==> src/rtl/button_debounce_if.sv <==
// Button-side signal bundle for button_debounce.
// The pulse signals exist only when DEBOUNCE_EDGE_PULSE_EN is defined.
`timescale 1ns/1ps
interface button_debounce_if;
  logic button_in;
  logic button_out;
`ifdef DEBOUNCE_EDGE_PULSE_EN
  logic press_pulse;
  logic release_pulse;

  modport master (output button_in, input button_out, input press_pulse, input release_pulse);
  modport slave  (input button_in, output button_out, output press_pulse, output release_pulse);
`else
  modport master (output button_in, input button_out);
  modport slave  (input button_in, output button_out);
`endif
endinterface

==> src/rtl/button_debounce.sv <==
// Synchronizes and debounces a mechanical push-button into a clean registered level.
// Optional DEBOUNCE_EDGE_PULSE_EN adds one-cycle press/release pulses.
`timescale 1ns/1ps
module button_debounce #(
  parameter int unsigned SYNC_STAGES   = 2,
  parameter int unsigned STABLE_CYCLES = 4
) (
  input  logic               clk,
  input  logic               rst_n,
  button_debounce_if.slave   btn
);

  localparam int unsigned CNT_W = $clog2(STABLE_CYCLES + 1);
  localparam logic [CNT_W-1:0] CntLast = CNT_W'(STABLE_CYCLES - 1);

  logic [SYNC_STAGES-1:0] sync_chain_q;
  logic                   sync_q;
  logic [CNT_W-1:0]       cnt_q, cnt_d;
  logic                   out_q, out_d;

  always_ff @(posedge clk or negedge rst_n) begin
    if (!rst_n) begin
      sync_chain_q <= '0;
    end else begin
      sync_chain_q <= {sync_chain_q[SYNC_STAGES-2:0], btn.button_in};
    end
  end

  assign sync_q = sync_chain_q[SYNC_STAGES-1];

  // Any cycle where the synced level matches the output restarts qualification.
  always_comb begin
    cnt_d = '0;
    out_d = out_q;
    if (sync_q != out_q) begin
      if (cnt_q == CntLast) begin
        out_d = sync_q;
      end else begin
        cnt_d = cnt_q + CNT_W'(1);
      end
    end
  end

  always_ff @(posedge clk or negedge rst_n) begin
    if (!rst_n) begin
      cnt_q <= '0;
      out_q <= 1'b0;
    end else begin
      cnt_q <= cnt_d;
      out_q <= out_d;
    end
  end

  assign btn.button_out = out_q;

`ifdef DEBOUNCE_EDGE_PULSE_EN
  logic press_q;
  logic release_q;

  always_ff @(posedge clk or negedge rst_n) begin
    if (!rst_n) begin
      press_q   <= 1'b0;
      release_q <= 1'b0;
    end else begin
      press_q   <= out_d & ~out_q;
      release_q <= ~out_d & out_q;
    end
  end

  assign btn.press_pulse   = press_q;
  assign btn.release_pulse = release_q;
`endif

endmodule

==> src/flat_wrapper.sv <==
// flat-port wrapper written by rule: the top's interface ports become plain ports
module button_debounce_flat 
#(
  parameter int unsigned SYNC_STAGES   = 2,
  parameter int unsigned STABLE_CYCLES = 4
)
  (clk, rst_n, btn_button_in, btn_button_out);
  button_debounce_if btn_i ();
  input  logic clk;
  input  logic rst_n;
  input wire logic [$bits(btn_i.button_in)-1:0] btn_button_in;
  output wire logic [$bits(btn_i.button_out)-1:0] btn_button_out;
  assign btn_i.button_in = btn_button_in;
  assign btn_button_out = btn_i.button_out;
  button_debounce #(.SYNC_STAGES(SYNC_STAGES), .STABLE_CYCLES(STABLE_CYCLES)) u_core (.clk(clk), .rst_n(rst_n), .btn(btn_i));
endmodule
==> config.mk <==
export PLATFORM = sky130hd
export DESIGN_NAME = button_debounce_flat
export DESIGN_NICKNAME = d
export VERILOG_FILES = /design/src/rtl/button_debounce_if.sv /design/src/rtl/button_debounce.sv /design/src/flat_wrapper.sv
export SDC_FILE = /design/constraint.sdc
export NUM_CORES = 1
export LEC_CHECK = 0
export ABC_AREA = 1
export ABC_CLOCK_PERIOD_IN_PS = 1900
export CAP_MARGIN = 25
export CELL_PAD_IN_SITES_DETAIL_PLACEMENT = 1
export CELL_PAD_IN_SITES_GLOBAL_PLACEMENT = 2
export CORE_AREA = 2 2 39 41
export DETAILED_ROUTE_END_ITERATION = 10
export DIE_AREA = 0 0 41 43
export PLACE_DENSITY = 0.47
export REMOVE_ABC_BUFFERS = 1
export SETUP_SLACK_MARGIN = 0.15
export SYNTH_ARGS = -nofsm -noshare
export SYNTH_HDL_FRONTEND = slang
export SYNTH_SLANG_ARGS = --single-unit
==> constraint.sdc <==
create_clock -name clk -period 1.9 [get_ports clk]
set_input_delay 0.38 -clock clk [delete_from_list [all_inputs] [get_ports clk]]
set_output_delay 0.38 -clock clk [all_outputs]
set_load 0.1 [all_outputs]
==> results of run 1 <==
synthesized netlist by cell type:
cell	instances
inv_1	6
ha_1	1
nor2_1	3
nand2_1	6
nand2_2	2
nand3_1	1
dfrtp_1	6
where the power goes:
part	leakage (µW)	internal [µW]	switching, µW
sequential	0.0000754	158	22.5
combinational	0.0000725	69.9	125
clock	0.0000138	71.2	42.4
flip-flops by register name, summed over array words and instances (netlist names):
register / flops
u_core.btn.button_out: 1
u_core.sync_chain_q: 2
u_core.cnt_q: 3
logic make-up after synthesis:
family	Yosys count
fa+ha+maj	1
buf+inv	6
flops	6
simple gates	12
per-layer routing:
metal  vias up  global-route usage  wire (µm)
met4         0              0.0800          0
met2         4              0.0969        224
met5         -                   0          0
li1         86                   -          -
met3         0              0.0157         26
met1        78              0.0656        160
per-stage QoR:
step	util	power (µW)	hold slack (ns)	instance area, µm²	instances
3_5_place_dp	0.214	382	0.340	297	44
2_1_floorplan	-	309	0.0844	236	25
3_3_place_gp	0.214	374	0.331	297	44
5_1_grt	0.231	531	0.357	319	47
4_1_cts	0.231	503	0.350	319	47
6_report	0.231	489	0.354	319	47
cell type report:
type                       instances  area [µm²]
clock buffer                       3        22.5
tap                               16        20.0
timing repair buffer               3        40.0
multi-input combinational         13        63.8
sequential                         6         150
fill                             160        1060
inverter                           6        22.5
worst min-delay path by stage:
stage                                 startpoint                     end
after detailed placement  u_core.sync_chain_q[0]  u_core.sync_chain_q[1]
after CTS                 u_core.sync_chain_q[0]  u_core.sync_chain_q[1]
after global routing      u_core.sync_chain_q[0]  u_core.sync_chain_q[1]
after global placement    u_core.sync_chain_q[0]  u_core.sync_chain_q[1]
final                     u_core.sync_chain_q[0]  u_core.sync_chain_q[1]
after floorplan                            rst_n   u_core.btn.button_out
==> qor.txt, run 1 <==
Layout cell share with drive strength beyond 1 -> 0.194
Worst Tran Pin Value -> 0.274 ns
Vias per cell -> 3.57
Sink Count -> 6
Final Hold Fails -> 0
Reg2reg start -> u_core.cnt_q[0]
Gr usage total -> 0.0667
Worst Setup SP -> u_core.btn.button_out
CTS tree -> yes
WL per Instance -> 8.74 µm
Critical path cell sequence -> buf_12
Final WS setup -> 0.660 ns
Area of the core -> 1380 µm²
Die width -> 41 µm
Clk buf depth -> 2
Synth-to-Final Area Change -> 34.9%
PwrDens -> 1530 nW/µm²
Pre-CTS WS -> 0.906 ns
CP top delay family -> flip-flops
GRT overflow -> 0
# rows -> 14
Relative slew slack -> 0.817
Mux contribution to synthesized area -> 0
Vias in the first global route -> 186
Hold WC Path Type -> register to register
Synth Area in Adders -> 0.0529
DRT Wirelength -> 411 µm
Seq/Total Area, Yosys -> 0.635
Worst-Skew Late Latency -> 0.24 ns
Post-DRT Antenna Nets -> 0
Post-CTS Setup Inserts -> 0
Drt drc -> 0
Initial DRC Count -> 1
Post-synthesis compound-gate area fraction -> 0
DIE AREA -> 1760 µm²
Dpl hpwl -> 354 µm
Max FO, Critical Path -> 4
Peak VDD IR -> 0.309 mV
CP required -> 1.52 ns
Via count -> 168
Minimum clock period -> 1.24 ns
Syn avg cell area -> 9.46 µm²
Xor/xnor share of the synthesized area -> 0
Gp weighted congestion -> 0.656
R2r worst-path depth -> 4
Final Max Tran Viols -> 0
Levels on crit path -> 1
Critical path's largest stage delay -> 0.42 ns
Reg2reg setup slack -> 0.98 ns
Die height -> 43 µm
Leak pwr -> 0.000162 µW
Crit path kind -> register to output port
Post-CTS sizing -> 0
Largest family of logic cells by synthesized area -> simple AND/OR/NAND/NOR gates
Global-route wire length before repair -> 724 µm
I/O pin count -> 4
Top cells by area, synth -> dfrtp_1, inv_1, nand2_1
CTS clk-pin slew, worst paths -> 0.04 ns
Root Buffer -> clkbuf_4
Gate Count Post-Synth -> 25
Starting Density -> 0.171
CP Capture Point -> btn_button_out
IO buf count -> 3
CP Buf/Inv Count -> 1
Post-Synth Simple-Gate Area -> 0.217
MaxCap Viol Count -> 0
#FFs+latches synth -> 6
FMAX -> 807 MHz
Period utilisation layout -> 0.652
N_diodes -> 0
Setup Viol. Count Final -> 0
Synth top area share -> 0.635
Cts bufs inserted -> 3
H-tree lvl count -> 1
Synth Cell Area -> 236 µm²
Critical Path Start Type -> register
Hold Buf Count CTS -> 0
Layout Skew -> 0.00261 ns
Initial antenna violation count -> 0
Critical Path AT -> 0.86 ns
Post-synth top area cell -> dfrtp_1
Setup TNS -> 0 ns
Largest net degree at the start of global routing -> 7
YS warnings -> 0
Drt first pass iters -> 2
Reg2Reg Capture Point -> u_core.cnt_q[0]
Commonest cells after routing, fill and taps aside -> inv_1, nand2_1, dfrtp_1
Slowest library cell on the worst path -> dfrtp_1
Netlist cell types -> 7
CP endpoint kind -> output port
RSZ-0062 raised after global routing -> no
Hold path depth -> 0
Layout net count -> 37
Outcome -> completed
(Power assumes the default switching activity.)
==> run 2, diff against run 1 <==
--- a/config.mk
+++ b/config.mk
@@ -6,7 +6,7 @@
 export NUM_CORES = 1
 export LEC_CHECK = 0
 export ABC_AREA = 1
-export ABC_CLOCK_PERIOD_IN_PS = 1900
+export ABC_CLOCK_PERIOD_IN_PS = 1160
 export CAP_MARGIN = 25
 export CELL_PAD_IN_SITES_DETAIL_PLACEMENT = 1
 export CELL_PAD_IN_SITES_GLOBAL_PLACEMENT = 2
==> constraint.sdc (replaced) <==
create_clock -name clk -period 1.16 [get_ports clk]
set_input_delay 0.232 -clock clk [delete_from_list [all_inputs] [get_ports clk]]
set_output_delay 0.232 -clock clk [all_outputs]
set_load 0.1 [all_outputs]
==> run 2 against run 1 <==
Compared with the run above:
- global-route usage shrank 0.79 points
- sequential share of layout area shrank 1.1 points
- first-iteration DRC count decreased by 100%
- clock power rose by 62%
- flip-flop and latch count did not move
- power up 67%
- non-clock buffer count grew 1
- cell count grew 2.1%
- critical path depth did not move
- via count down 3.6%
- setup slack got worse by 0.54 ns
- critical path type unchanged
- largest cell class unchanged
- largest power group unchanged
==> qor.txt, run 2 (synthesis gave the netlist of run 1 again) <==
Sequential power share -> 0.354 (was 0.369)
Gp weighted congestion -> 0.642 (was 0.656)
FMAX -> 959 MHz
DRT Wirelength -> 362 µm (was 411 µm)
Die width -> 41 µm (unchanged)
Root Buffer -> clkbuf_4 (unchanged)
Largest net degree at the start of global routing -> 7 (unchanged)
Worst Tran Pin Value -> 0.272 ns (was 0.274 ns)
Filler instances -> 165 (was 160)
Critical path cell sequence -> buf_12 (unchanged)
CTS clk-pin slew, worst paths -> 0.04 ns (about the same)
Minimum clock period -> 1.04 ns
DIE AREA -> 1760 µm² (unchanged)
Critical Path AT -> 0.81 ns (was 0.86 ns)
WL per Instance -> 7.54 µm (was 8.74 µm)
Initial antenna violation count -> 0 (unchanged)
Layout Skew -> 0.00194 ns (was 0.00261 ns)
RSZ-0062 raised after global routing -> yes (was no)
# rows -> 14 (unchanged)
Outcome -> completed (unchanged)
Relative slew slack -> 0.818 (was 0.817)
Design area -> 327 µm² (was 319 µm²)
Post-layout util -> 0.236 (was 0.231)
Via count -> 162 (was 168)
Layout cell share with drive strength beyond 1 -> 0.219 (was 0.194)
Crit path kind -> register to output port (unchanged)
Cts bufs inserted -> 3 (unchanged)
Sink Count -> 6 (unchanged)
GRT overflow -> 0 (unchanged)
MaxCap Viol Count -> 0 (unchanged)
PwrDens -> 2500 nW/µm² (was 1530 nW/µm²)
Global-route wire length before repair -> 648 µm (was 724 µm)
Reg2reg setup slack -> 0.25 ns (was 0.98 ns)
Reg2Reg Capture Point -> u_core.cnt_q[0] (unchanged)
Period utilisation layout -> 0.899
Post-CTS sizing -> 0 (unchanged)
IO buf count -> 3 (unchanged)
Reg with most FFs -> u_core.cnt_q (unchanged)
Critical path's largest stage delay -> 0.40 ns (was 0.42 ns)
Vias per cell -> 3.38 (was 3.57)
Reg2reg start -> u_core.cnt_q[0] (unchanged)
Cell Int Power -> 509 µW (was 299 µW)
Max reg flops -> 3 (unchanged)
Layout net count -> 38 (was 37)
Worst-Skew Late Latency -> 0.24 ns (about the same)
R2r worst-path depth -> 4 (unchanged)
Final Hold Fails -> 0 (unchanged)
Slowest library cell on the worst path -> dfrtp_1 (unchanged)
Synth-to-Final Area Change -> 38.1% (was 34.9%)
N_diodes -> 0 (unchanged)
I/O pin count -> 4 (unchanged)
Dpl hpwl -> 296 µm (was 354 µm)
Initial DRC Count -> 0 (was 1)
Setup Viol. Count Final -> 0 (unchanged)
Commonest cells after routing, fill and taps aside -> inv_1, nand2_1, dfrtp_1 (unchanged)
CTS tree -> yes (unchanged)
Clock share of power -> 0.227 (was 0.232)
Critical Path Start Type -> register (unchanged)
H-tree lvl count -> 1 (unchanged)
Comb power frac -> 0.419 (was 0.399)
CP Buf/Inv Count -> 1 (unchanged)
CP endpoint kind -> output port (unchanged)
Pre-CTS WS -> 0.251 ns (was 0.906 ns)
Max FO, Critical Path -> 2 (was 4)
Final Max Tran Viols -> 0 (unchanged)
Area post-placement -> 297 µm² (unchanged)
Drt first pass iters -> 1 (was 2)
Post-DRT Antenna Nets -> 0 (unchanged)
Hold WC Path Type -> input pin to asynchronous set/reset pin (was register to register)
Clk buf depth -> 2 (unchanged)
Switch Pwr -> 308 µW (was 190 µW)
Vias in the first global route -> 183 (was 186)
CP top delay family -> flip-flops (unchanged)
Peak VDD IR -> 0.789 mV (was 0.309 mV)
Die height -> 43 µm (unchanged)
Worst Setup SP -> u_core.btn.button_out (unchanged)
Final WS setup -> 0.117 ns (was 0.660 ns)
Starting Density -> 0.171 (unchanged)
Switching share of power -> 0.377 (was 0.388)
Gr usage total -> 0.0588 (was 0.0667)
CP required -> 0.93 ns (was 1.52 ns)
Area of the core -> 1380 µm² (unchanged)
Leak pwr -> 0.000167 µW (was 0.000162 µW)
Drt drc -> 0 (unchanged)
-- run 2: timing repair --
action	in CTS	in global routing
setup endpoints to repair	1	1
hold buffers	0	0
setup buffers	1	0
-- run 2: worst max-delay path by stage --
stage,end,cells past startpoint
4_1_cts,btn_button_out,1
3_5_place_dp,u_core.cnt_q[0],4
2_1_floorplan,u_core.cnt_q[0],3
3_3_place_gp,u_core.cnt_q[0],4
5_1_grt,btn_button_out,1
6_report,btn_button_out,1
-- run 2: cell type report --
cell class / instances / area (µm²) / area share
clock buffers: 3 / 22.5 / 0.0690
inverters: 6 / 22.5 / 0.0690
multi-input cells: 13 / 63.8 / 0.195
flip-flops and latches: 6 / 150 / 0.460
well taps: 16 / 20.0 / 0.0613
repair buffers: 4 / 47.5 / 0.146
-- run 2: per-stage QoR --
step	std cells	hold WS, ns	power, µW	setup TNS (ns)
4_1_cts	48	0.236	839	0
3_3_place_gp	44	0.333	610	0
2_1_floorplan	25	-0.0636	506	-0.549
3_5_place_dp	44	0.337	620	0
6_report	48	0.234	816	0
5_1_grt	48	0.250	876	0
-- run 2: layer usage --
layer,vias up,track usage,routed length [µm]
li1,87,-,-
met1,71,0.0662,162
met2,4,0.0813,175
met3,0,0.0157,23
met4,0,0.0600,0
met5,-,0,0
-- run 2: worst register-to-register path, cell delays in order, from the launching register on --
cell	delay [ns]
dfrtp_1	0.38
ha_1	0.23
nand2_1	0.09
nand2_1	0.06
nor2_1	0.09
-- run 2: power by group through the flow --
stage	logic (µW)	clock network [µW]	registers, µW
final	342	185	289
after global routing	375	206	295
after CTS	351	198	289
after detailed placement	320	0	300
after global placement	314	0	296
after floorplan	109	0	397
